--- config.mk ---
export PLATFORM = sky130hd
export DESIGN_NAME = divisor_seq
export DESIGN_NICKNAME = d
export VERILOG_FILES = /design/src/rtl/divisor_seq.sv
export SDC_FILE = /design/constraint.sdc
export NUM_CORES = 1
export LEC_CHECK = 0
export ABC_CLOCK_PERIOD_IN_PS = 2600
export CAP_MARGIN = 15
export CORE_MARGIN = 3
export CORE_UTILIZATION = 52
export CTS_BUF_LIST = sky130_fd_sc_hd__clkbuf_8 sky130_fd_sc_hd__clkbuf_16
export CTS_CLUSTER_SIZE = 8
export DETAILED_ROUTE_END_ITERATION = 8
export GPL_ROUTABILITY_DRIVEN = 0
export PLACE_DENSITY = 0.78
export SLEW_MARGIN = 20
export SYNTH_ARGS = -nofsm -noshare
export SYNTH_HDL_FRONTEND = slang
export SYNTH_SLANG_ARGS = --single-unit
--- constraint.sdc ---
create_clock -name clk -period 2.6 [get_ports clk]
set_input_delay 0.65 -clock clk [delete_from_list [all_inputs] [get_ports clk]]
set_output_delay 0.65 -clock clk [all_outputs]
set_load 0.02 [all_outputs]
--- src/rtl/divisor_seq.sv ---
// Sequential restoring divider: one quotient bit per CALC cycle, MSB first.
// A zero divisor completes in one cycle with Error set, Q all ones and R = A.
module divisor_seq #(
  parameter int WIDTH = 4
) (
  input  logic             clk,
  input  logic             rst_n,
  input  logic             start,
  input  logic [WIDTH-1:0] A,
  input  logic [WIDTH-1:0] B,
  output logic             busy,
  output logic             done,
  output logic [WIDTH-1:0] Q,
  output logic [WIDTH-1:0] R,
  output logic             Error
);

  localparam int CW = $clog2(WIDTH + 1);

  typedef enum logic [1:0] {IDLE, CALC, DONE} state_t;

  state_t           r_state;
  state_t           w_state_next;
  logic [WIDTH-1:0] r_dvd;
  logic [WIDTH-1:0] r_rem;
  logic [WIDTH-1:0] r_b;
  logic [CW-1:0]    r_cnt;
  logic [WIDTH-1:0] r_q;
  logic [WIDTH-1:0] r_r;
  logic             r_err;

  logic [WIDTH:0]   w_shift;
  logic [WIDTH:0]   w_diff;
  logic             w_borrow;
  logic             w_ge;
  logic [WIDTH-1:0] w_rem_next;
  logic [WIDTH-1:0] w_dvd_next;
  logic             w_last;

  // After a successful subtract the remainder is below B, so diff[WIDTH] is zero.
  always_comb begin
    w_shift               = {r_rem, r_dvd[WIDTH-1]};
    {w_borrow, w_diff}    = {1'b0, w_shift} - {2'b00, r_b};
    w_ge                  = ~w_borrow & ~w_diff[WIDTH];
    w_rem_next            = w_ge ? w_diff[WIDTH-1:0] : w_shift[WIDTH-1:0];
    w_dvd_next            = {r_dvd[WIDTH-2:0], w_ge};
    w_last                = (r_cnt == CW'(1));
  end

  always_ff @(posedge clk or negedge rst_n) begin
    if (!rst_n) r_state <= IDLE;
    else        r_state <= w_state_next;
  end

  always_comb begin
    w_state_next = r_state;
    busy         = 1'b0;
    done         = 1'b0;
    case (r_state)
      IDLE, DONE: begin
        done = (r_state == DONE);
        if (start)              w_state_next = (B == '0) ? DONE : CALC;
        else                    w_state_next = IDLE;
      end
      CALC: begin
        busy = 1'b1;
        if (w_last) w_state_next = DONE;
      end
      default: w_state_next = IDLE;
    endcase
  end

  always_ff @(posedge clk or negedge rst_n) begin
    if (!rst_n) begin
      r_dvd <= '0;
      r_rem <= '0;
      r_b   <= '0;
      r_cnt <= '0;
      r_q   <= '0;
      r_r   <= '0;
      r_err <= 1'b0;
    end else begin
      case (r_state)
        IDLE, DONE: begin
          if (start) begin
            if (B == '0) begin
              r_q   <= '1;
              r_r   <= A;
              r_err <= 1'b1;
            end else begin
              r_dvd <= A;
              r_b   <= B;
              r_rem <= '0;
              r_cnt <= CW'(WIDTH);
            end
          end
        end
        CALC: begin
          r_dvd <= w_dvd_next;
          r_rem <= w_rem_next;
          r_cnt <= r_cnt - CW'(1);
          // Visible results only move on the edge that enters DONE.
          if (w_last) begin
            r_q   <= w_dvd_next;
            r_r   <= w_rem_next;
            r_err <= 1'b0;
          end
        end
        default: ;
      endcase
    end
  end

  assign Q     = r_q;
  assign R     = r_r;
  assign Error = r_err;

endmodule
==> results of run 1 <==
==> metal layers <==
layer	global-route usage (%)	vias to the layer above	routed length, µm
met1	24.2	513	1270
met2	32.3	32	1350
met4	7.95	0	41
met3	4.75	6	167
met5	0	-	0
li1	-	515	-
==> registers in the layout, indices dropped and copies added (netlist names) <==
register	count
r_rem	4
R	4
r_b	4
r_dvd	4
r_state	2
Error	1
r_cnt	3
Q	4
==> kinds of logic after synthesis <==
group,share of synthesized area (%)
AO/OA/AOI/OAI,17.9
XOR/XNOR,1.91
adder cells (fa/ha/maj),6.91
buffers and inverters,5.00
flip-flops,47.3
multiplexers,5.18
AND/OR/NAND/NOR,15.8
==> cells in the final DEF (no fill, tap or decap), drive strengths merged, types with 5 or more instances in the layout <==
cell,count
inv,10
a21o,5
nand2,23
a21oi,6
clkdlybuf4s50,21
o21ai,11
dfrtp,26
mux2i,6
ha,6
nor2,11
buf,5
==> stage by stage <==
| step | cell area [µm²] | worst slack (ns) | util [%] | power (mW) |
|---|---|---|---|---|
| after floorplan | 1380 | 0.610 | - | 1.74 |
| after global placement | 1630 | 0.186 | 65.2 | 2.10 |
| after detailed placement | 1630 | 0.110 | 65.2 | 2.17 |
| after CTS | 1690 | 0.337 | 67.4 | 2.44 |
| after global routing | 1690 | 0.238 | 67.4 | 2.62 |
| final | 1690 | 0.331 | 67.4 | 2.42 |
==> where the power goes <==
part	leakage (nW)	switching [mW]	total [mW]	internal, mW
registers	0.306	0.131	0.739	0.607
logic	0.441	0.765	1.42	0.653
clock network	0.0288	0.124	0.259	0.135
total	0.776	1.02	2.42	1.40
==> worst register-to-register path: cells and delay by family (launching register included) <==
| kind | cells | cell delay [ns] |
|---|---|---|
| AOI/OAI and AO/OA | 3 | 0.65 |
| adders and majority gates | 2 | 0.66 |
| buffers and inverters | 1 | 0.05 |
| DFF | 1 | 0.38 |
| muxes | 1 | 0.30 |
| and+or+nand+nor | 1 | 0.17 |
==> final timing paths <==
kind	from	endpoint	slack, ns	cells after the start
max	r_dvd[3]$_DFFE_PN0P_	R[2]$_DFFE_PN0P_	0.33	8
min	Error$_DFFE_PN0P_	Error$_DFFE_PN0P_	0.49	1
max reg2reg	r_dvd[3]$_DFFE_PN0P_	R[2]$_DFFE_PN0P_	0.33	8
min reg2reg	Error$_DFFE_PN0P_	Error$_DFFE_PN0P_	0.49	1
max in group asynchronous	rst_n	r_rem[2]$_DFFE_PN0P_	1.61	2
min in group asynchronous	rst_n	r_cnt[1]$_DFFE_PN0P_	0.75	2
==> layout make-up <==
class	instances	area, µm²
Inverter	10	37.5
Tap cell	30	37.5
Multi-Input combinational cell	96	657
Clock buffer	4	55.1
Timing Repair Buffer	26	248
Sequential cell	26	651
Fill cell	201	815
==> cell usage after synthesis, types with 2 or more instances <==
cell type  number
buf_6           2
ha_1            6
o22ai_1         2
o21ai_0        10
nand2_1        23
o22a_1          2
a31oi_1         2
dfrtp_1        26
a21o_1          5
nor2_1         11
a21oi_1         6
nor2b_1         3
inv_1          10
nand2b_1        3
mux2i_1         6
xor2_1          3
==> flow_summary.yaml, run 1 <==
final_layout:
  area_delta_synth_final_pct: 22.5
  layout.cells.non_filler: 192
  drive_gt1_share_pct: 11.1
  antennaDiodeCount: 0
  nets: 181
die:
  ios: 22
  fp.coreArea_um2: 2500
  die_height_um: 57.4
  die_area_um2: 3300
  initial_core_util_pct: 55.1
  die_x_um: 57.4
  row_count: 18
route:
  detail-route-antenna-nets: 0
  drc: 0
  firstDrtPassIters: 4
  vias: 1066
  wl_per_cell_um: 14.7
  drtIter0Drc: 37
  viasPerCell: 5.55
  routed_wl_mm: 2.83
cts:
  numCtsBuffers: 3
  post_cts_resized: 0
  cts.htree.levels: 1
  cts_buffer_depth: 2
  cts_hold_buf: 0
  clk_pin_slew_worst_paths_ns: 0.09
  cts_sinks: 26
  cts-root-buf: "clkbuf_8"
  post_cts_buffers: 0
  insertion_delay_ns: 0.27
  cts_tree: "yes"
synth:
  synth_top_area_share_pct: 47.3
  synth_cell_type_count: 32
  ys_warn_count: 0
  synthCells: 136
  syn_nets: 154
  synthFlopType: "dfrtp_1"
  synth_edf_count: 0
  synth_top_area_cell: "dfrtp_1"
  ys_seq_elements: 26
  synth_area_leaders: "dfrtp_1, nand2_1, ha_1"
  syn_avg_cell_area_um2: 10.1
  syn_area_um2: 1380
  yosysSeqAreaShare_pct: 47.3
  synthArstFlopShare_pct: 100
sta:
  setup_tns_ns: 0
  hold_viol: 0
  whs_ns: 0.492
  worst_slew_pin_slew_ns: 0.477
  slew_headroom_pct: 67.9
  finalSetupViolations: 0
  max_clock_freq_mhz: 441
  clock_skew_ns: 0.00283
  drv_slew: 0
  finalCriticalPeriod_ns: 2.27
  fin_crit_sh_pct: 87.3
  rsz0062_at_grt: "no"
run:
  drv_cap: 0
global_routing:
  grtUsageTotal_pct: 19.5
  grt_pass1_vias: 1126
  grt_max_degree: 27
  grt_pass1_wl_mm: 5.00
  overflow: 0
  antenna_found_initial: 0
setup_path:
  worst_setup_path_start_kind: "flop"
  worstSetupPathType: "flop to flop"
  timing.critical_path.to_type: "flop"
  cp_slowest_stage_delay_ns: 0.44
  critPathTopFamily: "adder cells"
  cp_max_fo: 5
  critPathArrivalTime_ns: 2.48
  path_cells: "inv_1 > ha_1 > fa_1 > nor2b_4 > o211ai_2 > a32oi_4 > mux2i_1 > o22a_1"
  critPathRequiredTime_ns: 2.81
  cp_slowest_cell: "fa_1"
  cp_num_buf_inv: 1
placed_design:
  place.port_buffers: 21
  placed_cells: 188
  hpwl_mm: 2.16
power:
  powerDensity_nw_per_um2: 1430
  power_leakage_nw: 0.776
  vdd_drop_max_mv: 0.887
outcome:
  status: "finished clean"
worst_hold_path:
  min_path_type: "flop to flop"
Power figures use the tool's default switching activity.
==> run 2, diff against run 1 <==
Settings changed: GPL_ROUTABILITY_DRIVEN 0 to not set, MAX_ROUTING_LAYER set to met4.
==> flow_summary.yaml, run 2 (synthesis gave the netlist of run 1 again) <==
outcome:
  status: "finished clean"
global_routing:
  antenna_found_initial: 0
  overflow: 0
  grt_max_degree: 27
  grt_pass1_wl_mm: 5.01
  grtUsageTotal_pct: 20.1
  grt_pass1_vias: 1126
setup_path:
  reg2reg_to: "R[2]$_DFFE_PN0P_"
  rrSetupSlack_ns: 0.33
  cp_num_buf_inv: 1
  path_cells: "inv_1 > ha_1 > fa_1 > nor2b_4 > o211ai_2 > a32oi_4 > mux2i_1 > o22a_1"
  cp_slowest_cell: "fa_1"
  worst_setup_path_start_kind: "flop"
  cp_slowest_stage_delay_ns: 0.44
  critPathArrivalTime_ns: 2.48
  ff2ff_path_depth: 8
  worstSetupPathType: "flop to flop"
  reg2reg_from: "r_dvd[3]$_DFFE_PN0P_"
  cp_max_fo: 5
  timing.critical_path.to_type: "flop"
  critPathTopFamily: "adder cells"
  critPathRequiredTime_ns: 2.81
final_layout:
  antennaDiodeCount: 0
  final_cell_mix: "dfrtp_1, nand2_1, clkdlybuf4s50_1"
  layout_commonest_cell: "dfrtp_1"
  nFillCells: 201
  drive_gt1_share_pct: 11.1
  nets: 181
  utilization_pct: 67.4
  area_delta_synth_final_pct: 22.5
  stdcell_area_um2: 1690
cts:
  cts-root-buf: "clkbuf_8"
  post_cts_buffers: 0
  post_cts_resized: 0
  cts_sinks: 26
  cts_buffer_depth: 2
  cts.htree.levels: 1
  cts_hold_buf: 0
  numCtsBuffers: 3
  clk_pin_slew_worst_paths_ns: 0.09
  insertion_delay_ns: 0.27
  cts_tree: "yes"
route:
  viasPerCell: 5.46
  firstDrtPassIters: 4
  drc: 0
  routed_wl_mm: 2.83
  detail-route-antenna-nets: 0
  vias: 1049
  wl_per_cell_um: 14.7
  drtIter0Drc: 30
placed_design:
  place_area_um2: 1630
  dpl_worst_slack_ns: 0.110
  routabilityCongestion: 0.803
  place.port_buffers: 21
  hpwl_mm: 2.16
run:
  drv_cap: 0
power:
  powerDensity_nw_per_um2: 1430
  vdd_drop_max_mv: 0.887
  power.total_mw: 2.42
  power_leakage_nw: 0.776
die:
  initial_core_util_pct: 55.1
  fp.coreArea_um2: 2500
  row_count: 18
  die_area_um2: 3300
  die_x_um: 57.4
  die_height_um: 57.4
  ios: 22
worst_hold_path:
  min_from: "Error$_DFFE_PN0P_"
  worst_hold_path.num_cells: 1
  min_path_type: "flop to flop"
  hold-path-endpoint: "Error$_DFFE_PN0P_"
sta:
  setup_tns_ns: 0
  slew_headroom_pct: 67.9
  worst_slew_pin_slew_ns: 0.477
  finalSetupViolations: 0
  clock_skew_ns: 0.00385
  drv_slew: 0
  setup_ws_ns: 0.330
  rsz0062_at_grt: "no"
  hold_viol: 0
  max_clock_freq_mhz: 441
  finalCriticalPeriod_ns: 2.27
  fin_crit_sh_pct: 87.3
run 2: cell counts in the layout (fill, tap and decap cells not counted):
No cell type changed its count.
run 2: area by class of cell:
class | count | area [µm²] | area share (%)
inverter | 10 | 37.5 | 2.23
tap | 30 | 37.5 | 2.23
multi-input combinational | 96 | 657 | 39.0
timing repair buffer | 26 | 248 | 14.7
sequential | 26 | 651 | 38.6
clock buffer | 4 | 55.1 | 3.27
run 2: how the worst max path moves through the flow:
stage                               from                to  slack [ns]  cells past startpoint
floorplan           r_dvd[3]$_DFFE_PN0P_  R[0]$_DFFE_PN0P_        0.61                      8
global route        r_dvd[3]$_DFFE_PN0P_  R[1]$_DFFE_PN0P_        0.24                      8
detailed placement                  B[3]  R[1]$_DFFE_PN0P_        0.11                      5
CTS                 r_dvd[3]$_DFFE_PN0P_  R[2]$_DFFE_PN0P_        0.34                      8
finish              r_dvd[3]$_DFFE_PN0P_  R[2]$_DFFE_PN0P_        0.33                      8
global placement                    B[3]  R[1]$_DFFE_PN0P_        0.19                      5
run 2: power by group:
group	switching (mW)	internal, mW	leakage, nW
Combinational	0.765	0.653	0.441
Sequential	0.131	0.607	0.306
Clock	0.124	0.135	0.0288
Total	1.02	1.40	0.776
run 2: metrics by stage:
stage               hold WS (ns)  std cells
finish                     0.492        192
CTS                        0.494        192
detailed placement         0.474        188
global route               0.519        192
floorplan                  0.354        136
global placement           0.461        188
run 2: metal layers:
metal	vias up	wire length, µm	GRT usage [%]
met4	0	42	7.95
met2	24	1340	31.9
li1	514	-	-
met3	6	112	3.62
met1	505	1330	25.4
met5	-	0	-
==> variant: new RTL, config.mk and constraints of run 2 <==
Re-encode `state_t` (3 states) as one-hot, 3 bits wide.
--- a/src/rtl/divisor_seq.sv
+++ b/src/rtl/divisor_seq.sv
@@ -19,3 +19,3 @@
 
-  typedef enum logic [1:0] {IDLE, CALC, DONE} state_t;
+  typedef enum logic [2:0] {IDLE = 3'b001, CALC = 3'b010, DONE = 3'b100} state_t;
 
Check against the original RTL: same outputs for any inputs over 10 cycles, from zero or initial values and one cycle with rst_n low; not proved beyond that.
==> variant against run 2 <==
Critical endpoint unchanged. Wire length fell by 0.25%. Cell area grew 1.0%. Critical path type unchanged. Largest power group unchanged. Area after synthesis up 0.64%. Clock skew down 0.0028 ns. Largest cell class is now flip-flops and latches. Worst setup slack got worse by 0.10 ns. Total power shrank 21%. Highest routed layer unchanged. Via count increased by 4.6%. Sequential cell count rose by 1.
==> variant: results (changes against run 2) <==
* Status: finished, final reports clean (unchanged)
* First-pass GRT wire length at 4.88 mm (was 5.01 mm)
* Hold depth at 2 (was 1)
* P_leak at 0.798 nW (was 0.776 nW)
* Critical path peak fanout at 7 (was 5)
* Hold Path Class: flop to flop (unchanged)
* Sequential-to-total area share from yosys stat at 48.9% (was 47.3%)
* Tightest Pin Transition at 0.521 ns (was 0.477 ns)
* Initial antenna violation count at 0 (unchanged)
* Pre-antenna DRT Iters at 4 (unchanged)
* Worst min-delay path startpoint: r_b[2] (was Error)
* Total GRT Usage at 19.6% (was 20.1%)
* Synth warn at 0 (unchanged)
* Largest net degree at the start of global routing at 28 (was 27)
* Via density at 5.65 (was 5.46)
* Hold endpoint: r_b[2] (was Error)
* Clock Pin Slew Worst Setup and Hold Paths at 0.09 ns (about the same)
* Crit Reg-Reg Endpoint: R[2] (unchanged)
* Area after DPL at 1660 um^2 (was 1630 um^2)
* Clock Skews at 0.00102 ns (was 0.00385 ns)
* H-tree levels at 1 (unchanged)
* Iter 0 DRT Violations at 45 (was 30)
* CP Data Arrival Time at 2.57 ns (was 2.48 ns)
* Synth top cells by count: dfrtp_1 (26), a21oi_1 (12), inv_1 (12), nand2_1 (12), nor2_1 (11) (was dfrtp_1 (26), nand2_1 (23), nor2_1 (11))
* Number of global-route vias before repair at 1073 (was 1126)
* Fraction of layout cells with a size suffix above 1 at 9.76% (was 11.1%)
* Yosys cell types at 38 (was 32)
* Area contributors post-synth: dfrtp_1 (47%), ha_1 (5.4%), a21oi_1 (4.3%) (was dfrtp_1 (47%), nand2_1 (6.3%), ha_1 (5.5%))
* Routability cong. at 0.752 (was 0.803)
* Synthesized net count at 157 (was 154)
* Worst vdd ir at 0.631 mV (was 0.887 mV)
* Post-CTS setup buffer count at 0 (unchanged)
* Slowest cell on crit path: mux2_2 (was fa_1)
* Reg-to-reg setup timing slack at 0.23 ns (was 0.33 ns)
* PortBufs at 21 (unchanged)
* Fin nets at 183 (was 181)
* # resized after CTS at 0 (unchanged)
* Routed WL at 2.82 mm (was 2.83 mm)
* DP HPWL at 2.16 mm (about the same)
* Delay-heaviest family, CP: compound AO/OA/AOI/OAI gates (was adder cells)
* Largest stage delay, worst path at 0.39 ns (was 0.44 ns)
* Clk_lat worst skew at 0.27 ns (about the same)
* Post-synthesis async set-or-reset flop share at 100% (unchanged)
[variant: cell types whose count changed after synthesis, sizes merged, moves of 4 or more]
cell and change:
a22o +4, a21oi +6, mux2i -4, nand2 -11, o21ai -8, nand3 +10
[variant: per-stage QoR]
step	setup slack, ns	util, %	instances	hold WS (ns)	power, W
after global routing	0.102	68.1	194	0.542	0.00207
after floorplan	0.429	-	139	0.354	0.00135
after CTS	0.213	68.1	194	0.513	0.00194
after global placement	0.276	66.3	190	0.473	0.00167
after detailed placement	0.179	66.3	190	0.492	0.00170
final	0.228	68.1	194	0.505	0.00192
[variant: final cells by class]
cell class / count / area [um^2]
Clock buffer: 3 / 41.3
Clock inverter: 1 / 3.75
Fill cell: 203 / 797
Inverter: 12 / 45.0
Multi-Input combinational cell: 93 / 623
Sequential cell: 27 / 677
Tap cell: 30 / 37.5
Timing Repair Buffer: 28 / 275
[variant: worst max-delay path by stage]
| stage | start | end | slack [ns] | cells after the start |
|---|---|---|---|---|
| after floorplan | r_dvd[3] | R[2] | 0.43 | 8 |
| after global placement | B[3] | r_dvd[0] | 0.28 | 6 |
| after detailed placement | B[3] | R[0] | 0.18 | 6 |
| after CTS | r_dvd[3] | R[2] | 0.21 | 8 |
| after global routing | r_dvd[3] | R[2] | 0.10 | 8 |
| final | r_dvd[3] | R[2] | 0.23 | 8 |
[variant: per-layer routing]
| metal | vias to the layer above | wire length (um) | GRT usage, % |
|---|---|---|---|
| li1 | 536 | - | - |
| met1 | 531 | 1290 | 26.8 |
| met2 | 24 | 1400 | 30.0 |
| met3 | 6 | 76 | 3.34 |
| met4 | 0 | 50 | 5.96 |
| met5 | - | 0 | - |
[variant: worst reg2reg max path: cells and delay by family, from the launching register on]
| family | cells | cell delay [ns] |
|---|---|---|
| buffers and inverters | 1 | 0.06 |
| adders and majority gates | 2 | 0.60 |
| AOI/OAI and AO/OA | 3 | 0.70 |
| DFF | 1 | 0.36 |
| muxes | 1 | 0.39 |
| and+or+nand+nor | 1 | 0.20 |
[variant: report_power, final]
group	internal (W)	switching (W)	total, W
Clock	0.000106	0.000126	0.000231
Combinational	0.000450	0.000510	0.000960
Sequential	0.000604	0.000122	0.000726
[variant: cell families (layout without fill, tap and decap cells)]
kind of cell | count (synthesis) | count (layout) | share of synthesized area, %
flops | 27 | 27 | 48.9
mux | 4 | 4 | 3.34
simple gates | 47 | 47 | 17.8
buf+inv | 19 | 44 | 6.14
compound gates | 33 | 33 | 15.7
xor+xnor | 2 | 2 | 1.26
fa+ha+maj | 7 | 7 | 6.87
